## config.mk

```make
export PLATFORM = sky130hd
export DESIGN_NAME = sprite_rom_arbiter
export DESIGN_NICKNAME = d
export VERILOG_FILES = /design/src/rtl/sprite_rom_arbiter_pkg.sv /design/src/rtl/sprite_rom_arbiter_rr_pick.sv /design/src/rtl/sprite_rom_arbiter.sv
export SDC_FILE = /design/constraint.sdc
export NUM_CORES = 1
export LEC_CHECK = 0
export ABC_AREA = 1
export BUFFER_PORTS_ARGS = -buffer_cell sky130_fd_sc_hd__buf_2
export CAP_MARGIN = 40
export CORE_MARGIN = 2
export CORE_UTILIZATION = 39
export DETAILED_ROUTE_END_ITERATION = 8
export GPL_TIMING_DRIVEN = 0
export PLACE_DENSITY = 0.87
export RECOVER_POWER = 50
export REMOVE_ABC_BUFFERS = 1
export SYNTH_ARGS = -nofsm -noshare
export SYNTH_HDL_FRONTEND = slang
export SYNTH_HIERARCHICAL = 1
export SYNTH_SLANG_ARGS = --single-unit
```

## constraint.sdc

```tcl
create_clock -name clk -period 3.6 [get_ports clk]
set_clock_uncertainty 0.05 [all_clocks]
set_input_delay 0 -clock clk [delete_from_list [all_inputs] [get_ports clk]]
set_output_delay 0 -clock clk [all_outputs]
set_load 0.03 [all_outputs]
```

## src/rtl/sprite_rom_arbiter_pkg.sv

```systemverilog
// Shared constants for the sprite ROM arbiter: sprite geometry, ROM word format
// and the round-robin pointer helper.
package sprite_rom_arbiter_pkg;

  localparam int SPRITE_W     = 22;
  localparam int SPRITE_H     = 22;
  localparam int SPRITE_WORDS = SPRITE_W * SPRITE_H;
  localparam int SPRITE_AW    = $clog2(SPRITE_WORDS);
  localparam int RGB_DW       = 12;
  localparam int DEF_ROM_LAT  = 1;

  // Wide enough for N_REQ up to 8.
  typedef logic [2:0] ptr_t;

  // Pointer value following requester k; wraps from n_req-1 back to 1.
  function automatic ptr_t next_ptr(input ptr_t k, input int n_req);
    if (k >= ptr_t'(n_req - 1)) begin
      next_ptr = 3'd1;
    end else begin
      next_ptr = k + 3'd1;
    end
  endfunction

endpackage

```

## src/rtl/sprite_rom_arbiter_rr_pick.sv

```systemverilog
// Combinational round-robin picker over requesters 1..N_REQ-1.
// Bit p-1 of req_hi/pick corresponds to requester p; the scan starts at rr_ptr.
module sprite_rom_arbiter_rr_pick
  import sprite_rom_arbiter_pkg::*;
#(
  parameter int N_REQ = 3
) (
  input  logic [N_REQ-2:0] req_hi,
  input  ptr_t             rr_ptr,
  output logic [N_REQ-2:0] pick
);

  logic found_s;
  int   idx_s;

  // Scan from rr_ptr with wrap; the first active requester wins.
  always_comb begin
    pick    = '0;
    found_s = 1'b0;
    idx_s   = 0;
    for (int s = 0; s < N_REQ - 1; s++) begin
      idx_s = int'(rr_ptr) + s;
      if (idx_s > N_REQ - 1) begin
        idx_s = idx_s - (N_REQ - 1);
      end else begin
        idx_s = idx_s;
      end
      for (int p = 1; p < N_REQ; p++) begin
        if (!found_s && (p == idx_s) && req_hi[p-1]) begin
          pick[p-1] = 1'b1;
          found_s   = 1'b1;
        end else begin
          found_s   = found_s;
        end
      end
    end
  end

endmodule

```

## src/rtl/sprite_rom_arbiter.sv

```systemverilog
// Shares one single-port sprite ROM: requester 0 has absolute priority, the
// rest are served round-robin; read tags follow the ROM latency back to owners.
module sprite_rom_arbiter
  import sprite_rom_arbiter_pkg::*;
#(
  parameter int N_REQ   = 3,
  parameter int AW      = SPRITE_AW,
  parameter int DW      = RGB_DW,
  parameter int ROM_LAT = DEF_ROM_LAT
) (
  input  logic                clk,
  input  logic                clrn,
  input  logic [N_REQ-1:0]    req,
  input  logic [N_REQ*AW-1:0] addr,
  output logic [N_REQ-1:0]    gnt,
  output logic                rom_en,
  output logic [AW-1:0]       rom_addr,
  input  logic [DW-1:0]       rom_data,
  output logic [DW-1:0]       rdata,
  output logic [N_REQ-1:0]    rvalid
);

  ptr_t             rr_ptr_r;
  ptr_t             gnt_idx_s;
  logic [N_REQ-2:0] pick_s;
  logic [N_REQ-1:0] tag_r [ROM_LAT];

  sprite_rom_arbiter_rr_pick #(.N_REQ(N_REQ)) u_rr_pick (
    .req_hi (req[N_REQ-1:1]),
    .rr_ptr (rr_ptr_r),
    .pick   (pick_s)
  );

  // Fixed-priority override on top of the round-robin pick; silent in reset.
  always_comb begin
    gnt = '0;
    if (clrn) begin
      gnt = '0;
    end else if (req[0]) begin
      gnt = {{(N_REQ-1){1'b0}}, 1'b1};
    end else begin
      gnt = {pick_s, 1'b0};
    end
  end

  // Address mux and index of the winner; gnt is one-hot so OR-merging is safe.
  always_comb begin
    rom_addr  = '0;
    gnt_idx_s = 3'd0;
    for (int i = 0; i < N_REQ; i++) begin
      rom_addr  = rom_addr | (addr[i*AW +: AW] & {AW{gnt[i]}});
      gnt_idx_s = gnt_idx_s | (ptr_t'(i) & {3{gnt[i]}});
    end
  end

  assign rom_en = |gnt;
  assign rdata  = rom_data;
  assign rvalid = tag_r[ROM_LAT-1];

  // Round-robin pointer moves past a granted peer; requester 0 and idle leave it alone.
  always_ff @(posedge clk or posedge clrn) begin
    if (clrn) begin
      rr_ptr_r <= 3'd1;
    end else if (rom_en && !gnt[0]) begin
      rr_ptr_r <= next_ptr(gnt_idx_s, N_REQ);
    end else begin
      rr_ptr_r <= rr_ptr_r;
    end
  end

  // Owner tags travel alongside the ROM read; reset drops reads in flight.
  always_ff @(posedge clk or posedge clrn) begin
    if (clrn) begin
      for (int j = 0; j < ROM_LAT; j++) begin
        tag_r[j] <= '0;
      end
    end else begin
      tag_r[0] <= gnt;
      for (int j = 1; j < ROM_LAT; j++) begin
        tag_r[j] <= tag_r[j-1];
      end
    end
  end

endmodule

```

==> impl_results.md, run 1 <==
- GRT Resource Usage Total: a little under a quarter
- Wire per inst: 13.3 microns
- Synth Cell Area: 752 sq um
- DRT Pass-1 Iters: 4
- Max frequency: around 330 MHz
- CTS Sinks: 6
- RSZ-0062 raised after global routing: false
- CP endpoint kind: output pin
- MaxCap Viol Count: 0
- CTS tree: yes
- Final worst-path cycle share: ~85%
- Global-route wire length before repair: 3.77 mm
- CP max FO: 11
- Post-synthesis register bit count: 6
- Residual DRC count: 0
- Worst-skew pair later-pin latency: 0.26 ns
- CTS H-tree depth: 1
- Cts repair resizes: 0
- Die ar.: 2300 sq um
- DP Area: between 800 and 900 sq um
- Share of the synthesized area in the top cell type: 22.6%
- Row Count: 15
- Area Overhead vs Synth: 40.3%
- GRT overflow: 0
- Final slew viol count: 0
- Synth warn: 6
- Initial antenna violation count: 0
- Setup TNS: 0 ns
- Hpwl dp: roughly 1.7 mm
- Worst slew margin: between 40 and 50%
- Hold Vio Cnt, Final: 0
- Synth cell types: 18
- CP Class: register to output pin
- DR iter-0 viols: 34
- Root Driver: clkbuf_4
- Die Ht: about 48 microns
- Peak supply drop: around 0.32 mV
- Clock-pin slew on the worst setup and hold paths: 0.05 ns
- Ratio of cells with drive above 1 in the final layout: 33.5%
- Io pins: 72
- CTS Buffer Depth: 2
- CTS Buf Count: 3
- Starting density of the core: a little over two fifths
- Critical Path Start Type: register
- Vias in the first global route: 864
- Buffers on Ports: 47
- Final Critical Period: slightly above 3 ns
- Least-Margin Pin Slew: roughly 0.75 ns
- Final setup fails: 0
- Via count: 968
- Critical Path AT: ~3.0 ns
- Pwr dens: 621 nW/um^2
- Core Util, Final: 59.8%
- Syn Area/Cell: 6.48 sq um
- Outcome: finished clean
- Leak: 0.620 nW
- Routed WL: approximately 2.5 mm
- Cell taking the most area after synthesis: nand3_1
- GPL Wtd Cong: 0.772
- Chip Width: around 48 microns
- Ant diodes: 0
- Core Area: between 1500 and 2000 sq um
- Post-route ant nets: 0
- Worst hold path class: input pin to asynchronous set/reset pin
- Sequential share of the synthesized area: 20.1%
- Nets: 214
- Syn Inst Count: between 100 and 150
- Required @ worst endpoint: around 3.6 ns
- Largest net degree at the start of global routing: 21
- Top cells by area, synth: nand3_1, dfrtp_1, buf_4
- Final instance area: about 1100 sq um
- Via density per instance: 5.12
==> critical path, cell delays in order (launching register included) <==
cell	delay, ns
dfstp_2	0.59
inv_1	0.09
ha_1	0.35
ha_1	0.21
ha_1	0.28
nand2_1	0.06
nand3_1	0.08
nand2_1	0.07
nor2_1	0.13
nand2_1	0.07
nand2_1	0.29
nand2_1	0.09
nor2_1	0.21
buf_2	0.25
==> stage by stage <==
| step | power (mW) | cells | worst slack, ns | hold WS [ns] |
|---|---|---|---|---|
| final | 0.655 | 189 | 0.535 | 0.197 |
| after global routing | 0.716 | 189 | 0.314 | 0.241 |
| after floorplan | 0.436 | 99 | 0.866 | -0.260 |
| after CTS | 0.651 | 189 | 0.551 | 0.183 |
| after global placement | 0.522 | 171 | 0.926 | -0.100 |
| after detailed placement | 0.550 | 171 | 0.842 | -0.0894 |
==> synth_stat cells (all sizes together) <==
cell type / count
dfstp: 1
nand4: 2
ha: 5
dfrtp: 5
inv: 11
a21oi: 2
buf: 17
nand3: 35
nand3b: 1
nor2: 6
nand2: 31
==> repair_timing <==
| action | 4_1_cts | 5_1_grt |
|---|---|---|
| hold endpoints to repair | 19 | 0 |
| buffers inserted | 0 | 0 |
| hold buffers | 14 | 0 |
==> final timing paths <==
kind,from,end,slack [ns],depth (start not counted)
setup / recovery,rr_ptr_r[0],gnt[2],0.54,13
setup reg to reg,rr_ptr_r[0],rr_ptr_r[2],0.86,13
min in group clk,addr[2],rom_addr[2],0.32,4
hold reg to reg,rr_ptr_r[0],rr_ptr_r[0],0.47,2
hold / removal,clrn,rvalid[2],0.20,3
max in group asynchronous,clrn,rr_ptr_r[0],3.05,3
==> cells in the final DEF, fill, tap and decap left out, drive strengths merged <==
cell         synthesis  final
dfstp                1      1
nor2                 6      6
inv                 11     11
ha                   5      5
nand3               35     35
nand3b               1      1
nand4                2      2
clkbuf               0      7
dfrtp                5      5
nand2               31     31
dlygate4sd3          0     14
buf                 17     44
a21oi                2      2
==> where the power goes <==
part	switching (mW)	internal, mW
sequential	0.0222	0.0868
combinational	0.319	0.154
clock	0.0309	0.0424
==> sequential cells by signal (all words and copies together), names as in the netlist <==
signal,count
rvalid,3
rr_ptr_r,3
==> per-layer routing <==
metal | GRT usage, % | wire [microns]
met1 | 27.5 | 876
met2 | 41.1 | 1360
met3 | 4.53 | 210
met4 | 13.5 | 70
met5 | 0 | 0
==> final cells by class <==
type,count,area (sq um)
Fill cell,163,709
Multi-Input combinational cell,82,433
Timing Repair Buffer,61,372
Sequential cell,6,151
Inverter,11,41.3
Tap cell,25,31.3
Clock buffer,4,26.3
==> logic make-up (layout without fill, tap and decap cells) <==
family | after synthesis | after routing | synth area share, %
adders and majority gates | 5 | 5 | 8.32
buffers and inverters | 28 | 76 | 22.3
AOI/OAI and AO/OA | 2 | 2 | 1.83
DFF | 6 | 6 | 20.1
and+or+nand+nor | 75 | 75 | 47.4
Power figures use the tool's default switching activity.
==> run 2: changes to the inputs <==
--- a/config.mk
+++ b/config.mk
@@ -5,17 +5,18 @@
 export SDC_FILE = /design/constraint.sdc
 export NUM_CORES = 1
 export LEC_CHECK = 0
-export ABC_AREA = 1
 export BUFFER_PORTS_ARGS = -buffer_cell sky130_fd_sc_hd__buf_2
 export CAP_MARGIN = 40
 export CORE_MARGIN = 2
-export CORE_UTILIZATION = 39
+export CORE_UTILIZATION = 43
+export CTS_BUF_LIST = sky130_fd_sc_hd__clkbuf_4
 export DETAILED_ROUTE_END_ITERATION = 8
 export GPL_TIMING_DRIVEN = 0
-export PLACE_DENSITY = 0.87
+export PLACE_DENSITY = 0.9
 export RECOVER_POWER = 50
 export REMOVE_ABC_BUFFERS = 1
 export SYNTH_ARGS = -nofsm -noshare
 export SYNTH_HDL_FRONTEND = slang
 export SYNTH_HIERARCHICAL = 1
 export SYNTH_SLANG_ARGS = --single-unit
+export TNS_END_PERCENT = 5
==> run 2 against run 1 <==
  * Cell area rose by 10%
  * Die area rose by 3.5%
  * Combinational power rose by 12%
  * Setup slack got worse by 0.31 ns
  * Power rose by 9.4%
  * Core utilization rose by 0.69 points
  * Sequential share of layout area fell by 1.3 points
  * Sequential power rose by 6%
  * First-iteration DRC count fell by 71%
  * Non-clock buffer count did not move
  * Register-to-register slack got worse by 0.44 ns
  * Fmax fell by 9.1%
  * Largest cell class unchanged
==> impl_results.md, run 2 <==
- CP max FO: 8
- DP Area: about 1000 sq um
- Reg2Reg Launch Point: rr_ptr_r[0]
- Hpwl dp: roughly 1.7 mm
- Share of the synthesized area in the top cell type: between 10% and 20%
- Die ar.: between 2000 and 2500 sq um
- Final slew viol count: 0
- Cell taking the most area after synthesis: a221oi_2
- Clock-pin slew on the worst setup and hold paths: 0.05 ns
- CTS Buf Count: 3
- Adder-cell share of the synthesized area: roughly 7.3%
- Ys flop type: dfrtp_1
- Leak: between 0.5 and 0.6 nW
- DR iter-0 viols: 10
- Final instance area: about 1200 sq um
- Synth Cell Area: 861 sq um
- GPL Wtd Cong: roughly 0.65
- Starting density of the core: between 40 and 50%
- Final hold slack: between 0.2 and 0.25 ns
- Post-route ant nets: 0
- Worst hold path class: input pin to register
- CP max stage delay: 0.61 ns
- RSZ-0062 raised after global routing: false
- Simple-gate share of the synthesized area: 31.7%
- Most used cell, CP: ha_1
- Mux cell area share after synthesis: under 10%
- Setup TNS: 0 ns
- Sequential share of the synthesized area: roughly 18%
- Wire per inst: between 10 and 15 microns
- Final worst-path cycle share: a little over nine tenths
- CTS H-tree depth: 1
- Least-Margin Pin Slew: between 0.8 and 0.9 ns
- Main combinational cell family by area after synthesis: simple AND/OR/NAND/NOR gates
- Pwr dens: just over 600 nW/um^2
- Fill count: around 170
- Worst slew margin: between 40% and 50%
- Routed WL: ~2.4 mm
- Critical Path AT: 3.32 ns
- Core Area: ~1900 sq um
- CTS tree: yes
- Setup bufs post-CTS: 0
- Buffers on Ports: 47
- Post-synthesis register bit count: 6
- Root Driver: clkbuf_4
- Row Count: 16
- Synth Area in Compound Gates: 22.4%
- MaxCap Viol Count: 0
- Peak supply drop: roughly 0.35 mV
- Ant diodes: 0
- Synth cell types: 30
- Async S/R FF share, synth: 100%
- Top cells by count, synth: buf_4, nor2b_1, a221oi_2, nor3_2, nor2_1
- Final setup fails: 0
- XOR/XNOR Fraction of Synth Area: 1.02%
- Cell with the most instances after synthesis: buf_4
- Chip Width: between 40 and 50 microns
- Hold Vio Cnt, Final: 0
- Io pins: 72
- Area Overhead vs Synth: 35.0%
- Crit path from: rr_ptr_r[0]
- CTS Sinks: 6
- Synth warn: 6
- Die Ht: between 40 and 50 microns
- Required @ worst endpoint: between 3 and 4 ns
- Worst hold start: req[0]
- Critical Path Start Type: register
- Vias in the first global route: between 800 and 900
- Max frequency: between 200 and 300 MHz
- Syn Area/Cell: ~9.5 sq um
- CTS Buffer Depth: 2
- CP Class: register to output pin
- GRT overflow: 0
- Residual DRC count: 0
- Nets: about 190
- Outcome: finished clean
- Worst-skew pair later-pin latency: roughly 0.24 ns
- Most common cell after layout, fill and taps aside: buf_2
- Syn Inst Count: roughly 90
- Crit path cell chain: inv_1 -> ha_1 -> ha_1 -> ha_1 -> nand2_1 -> nor3b_1 -> mux2i_1 -> o22ai_2 -> buf_4 -> nor3b_2 -> buf_2
- Ratio of cells with drive above 1 in the final layout: between 50% and 60%
- Initial antenna violation count: 0
- EDFF count, synth: 0
- CP endpoint kind: output pin
- Top cells by area, synth: a221oi_2, dfrtp_1, buf_4
- Most frequent cells in the layout: buf_2, dlygate4sd3_1, nor2b_1
- GRT Resource Usage Total: approximately 20%
- Worst path slowest cell: dfstp_2
- Largest net degree at the start of global routing: 24
- Final Critical Period: 3.37 ns
- Global-route wire length before repair: 3.88 mm
- DRT Pass-1 Iters: 4
- Via density per instance: 5.14
- Via count: roughly 850
[run 2: cell types whose count changed in the layout (fill, tap and decap cells not counted), sizes merged, moves of 2 or more]
cell,delta
nor3b,+3
inv,-7
nor3,+10
o22ai,+2
nand4,-2
nand2,-27
mux2i,+2
nor2b,+10
nand3,-33
a221oi,+9
[run 2: cell families after synthesis]
group | after synthesis
xor gates and xnor gates | 1
adders and majority gates | 5
DFF | 6
AOI/OAI and AO/OA | 16
and+or+nand+nor | 40
buffers and inverters | 21
muxes | 2
[run 2: repair_timing]
item                                    4_1_cts  5_1_grt
gates resized for setup                       0        1
endpoints found under the hold margin        18        0
endpoints found under the setup margin        0        6
hold buffers                                 13        0
[run 2: area by class of cell]
| type | instances | area [sq um] | area share, % |
|---|---|---|---|
| clock buffer | 4 | 30.0 | 2.58 |
| inverter | 4 | 15.0 | 1.29 |
| multi-input combinational | 64 | 563 | 48.4 |
| sequential | 6 | 151 | 13.0 |
| tap | 27 | 33.8 | 2.91 |
| timing repair buffer | 61 | 369 | 31.8 |
[run 2: path summary, 6_finish.rpt]
path	end	slack (ns)	cells past startpoint
max	gnt[2]	0.23	11
max in group asynchronous	rr_ptr_r[0]	2.64	3
max reg2reg	rr_ptr_r[1]	0.42	11
min	rvalid[0]	0.21	2
min reg2reg	rr_ptr_r[0]	0.50	2
min in group asynchronous	rvalid[0]	0.58	3
[run 2: per-layer routing]
layer	GRT usage (%)	vias up	part of all wire [%]
li1	-	419	-
met1	23.8	408	42
met2	36.5	20	54
met3	3.09	6	2.9
met4	6.19	0	1.2
met5	0	-	0
[run 2: stage by stage]
step	cells	power, mW	worst slack (ns)	util [%]
global placement	148	0.563	0.0518	51.6
CTS	166	0.705	0.0820	60.4
detailed placement	149	0.599	0.289	52.0
global route	166	0.773	0.0631	60.5
floorplan	74	0.476	0.00197	-
finish	166	0.717	0.227	60.5
[run 2: report_power, final]
part	switching, mW	total [mW]	internal, mW
Sequential	0.0279	0.115	0.0872
Combinational	0.320	0.529	0.208
Clock	0.0237	0.0732	0.0495
Total	0.372	0.717	0.345
[run 2: critical path, delay by kind of cell, from the launching register on]
family	cells	cell delay (ns)
simple gates	3	0.52
buf+inv	3	0.60
fa+ha+maj	3	0.86
compound gates	1	0.37
flops	1	0.61
mux	1	0.13
==> run 3: changes to the inputs <==
--- a/config.mk
+++ b/config.mk
@@ -12,7 +12,7 @@
 export CTS_BUF_LIST = sky130_fd_sc_hd__clkbuf_4
 export DETAILED_ROUTE_END_ITERATION = 8
 export GPL_TIMING_DRIVEN = 0
-export PLACE_DENSITY = 0.9
+export PLACE_DENSITY = 0.91
 export RECOVER_POWER = 50
 export REMOVE_ABC_BUFFERS = 1
 export SYNTH_ARGS = -nofsm -noshare
==> run 3 against run 2 <==
  * Power grew 0.19%
  * Critical path type unchanged
  * Clock-buffer cell count is the same
  * Cell area grew 0.54%
  * First-iteration DRC count grew to 2.7 times the previous value
  * Via count grew 1.3%
  * Sequential cell count is the same
  * Non-clock buffer count is the same
==> impl_results.md, run 3 (same netlist as run 2, synthesis figures left out) <==
- WHS Path Cells: 2
- Buffers on Ports: 47
- Final setup fails: 0
- CP max FO: 8
- Nets: 189
- Core Area: 1920 sq um
- Largest net degree at the start of global routing: 24
- DRT Pass-1 Iters: 4
- Hpwl dp: roughly 1.7 mm
- Wire per inst: around 15 microns
- Flop2flop setup slack: 0.53 ns
- CP endpoint kind: output pin
- CTS H-tree depth: 1
- Die ar.: roughly 2400 sq um
- Row Count: 16
- Outcome: finished clean
- Via count: roughly 860
- Final slew viol count: 0
- Required @ worst endpoint: between 3 and 4 ns
- Residual DRC count: 0
- GPL Wtd Cong: between 0.6 and 0.7
- Most common cell after layout, fill and taps aside: buf_2
- Routed WL: 2.42 mm
- Worst slew margin: approximately 60%
- Global-route wire length before repair: roughly 4 mm
- Ratio of cells with drive above 1 in the final layout: between 50% and 60%
- Final Critical Period: between 3 and 4 ns
- Starting density of the core: 44.8%
- RSZ-0062 raised after global routing: false
- Post-route ant nets: 0
- CTS Buffer Depth: 2
- Least-Margin Pin Slew: between 0.5 and 0.6 ns
- Hold Vio Cnt, Final: 0
- Max frequency: about 300 MHz
- Root Driver: clkbuf_4
- Critical Path Start Type: register
- Area Overhead vs Synth: 35.8%
- MaxCap Viol Count: 0
- Clock-pin slew on the worst setup and hold paths: roughly 0.05 ns
- Final worst-path cycle share: 93.5%
- Worst hold path class: input pin to register
- Vias in the first global route: between 800 and 900
- CTS Sinks: 6
- Setup TNS: 0 ns
- Setup bufs post-CTS: 0
- CP Class: register to output pin
- GRT overflow: 0
- Reg2Reg Launch Point: rr_ptr_r[0]
- CTS Buf Count: 3
- Most frequent cells in the layout: buf_2, dlygate4sd3_1, nor2b_1
- Chip Width: 48.7 microns
- Worst-skew pair later-pin latency: 0.24 ns
- CTS tree: yes
- Io pins: between 70 and 80
- Leak: 0.563 nW
- Pwr dens: roughly 610 nW/um^2
- Peak supply drop: 0.275 mV
- DP Area: 1000 sq um
- Critical Path AT: between 3 and 4 ns
- Final instance area: 1170 sq um
- R2R depth: 10
- WHS Endpoint: rvalid[0]
- GRT Resource Usage Total: 20.4%
- DR iter-0 viols: 27
- Die Ht: 48.7 microns
- Reg-to-Reg End: rr_ptr_r[1]
- Worst hold start: req[0]
- Initial antenna violation count: 0
- Via density per instance: between 5 and 6
- Ant diodes: 0
## run 3: changes by cell type in the layout (fill, tap and decap cells not counted), sizes merged
cell,previous run,this run
buf,45,47
clkbuf,7,5
## run 3: how the worst max path moves through the flow
stage | start | endpoint | slack (ns) | depth (start not counted)
floorplan | rr_ptr_r[0] | rr_ptr_r[1] | 0.002 | 10
global placement | rr_ptr_r[0] | rr_ptr_r[1] | 0.02 | 10
detailed placement | rr_ptr_r[0] | rom_addr[5] | 0.29 | 12
CTS | rr_ptr_r[0] | rom_addr[5] | 0.03 | 12
global route | rr_ptr_r[0] | rom_addr[0] | 0.009 | 12
finish | rr_ptr_r[0] | rom_addr[6] | 0.24 | 12
## run 3: timing repair
item / in CTS / in global routing
hold endpoints to repair: 18 / 0
hold buffers: 13 / 0
resized for setup: 0 / 1
endpoints found under the setup margin: 0 / 11
## run 3: cell type report
cell class                 instances  area [sq um]
clock buffer                       4          30.0
fill                             178           753
inverter                           4          15.0
multi-input combinational         64           563
sequential                         6           151
tap                               27          33.8
timing repair buffer              61           375
## run 3: report_power, final
| group | internal [mW] | switching [mW] | leakage (nW) |
|---|---|---|---|
| sequential | 0.0872 | 0.0239 | 0.0760 |
| clock | 0.0495 | 0.0238 | 0.0184 |
| combinational | 0.214 | 0.320 | 0.469 |
## run 3: worst max-delay path: stages, from the launching register on
cell and delay [ns]:
dfstp_2 0.60, inv_1 0.09, ha_1 0.37, ha_1 0.22
ha_1 0.27, nand2_1 0.07, nor3b_1 0.18, mux2i_1 0.14
o22ai_2 0.46, buf_6 0.21, a221oi_2 0.07, nor3_2 0.19
buf_2 0.22
## run 3: metal layers
| layer | vias to the layer above | track usage, % | part of all wire (%) |
|---|---|---|---|
| li1 | 411 | - | - |
| met1 | 416 | 23.9 | 38 |
| met2 | 33 | 38.4 | 57 |
| met3 | 4 | 0.617 | 3.8 |
| met4 | 0 | 9.05 | 1.4 |
| met5 | - | 0 | 0 |
## run 3: metrics by stage
step                      instances  total power, mW  utilization [%]  setup WS (ns)  hold slack, ns
after floorplan                  74            0.476                -        0.00197          -0.293
after global placement          148            0.564             51.6         0.0186         -0.0496
after detailed placement        149            0.611             52.2          0.287         -0.0496
after CTS                       166            0.713             60.5         0.0266           0.188
after global routing            166            0.779             60.8        0.00888           0.245
final                           166            0.719             60.8          0.235           0.196
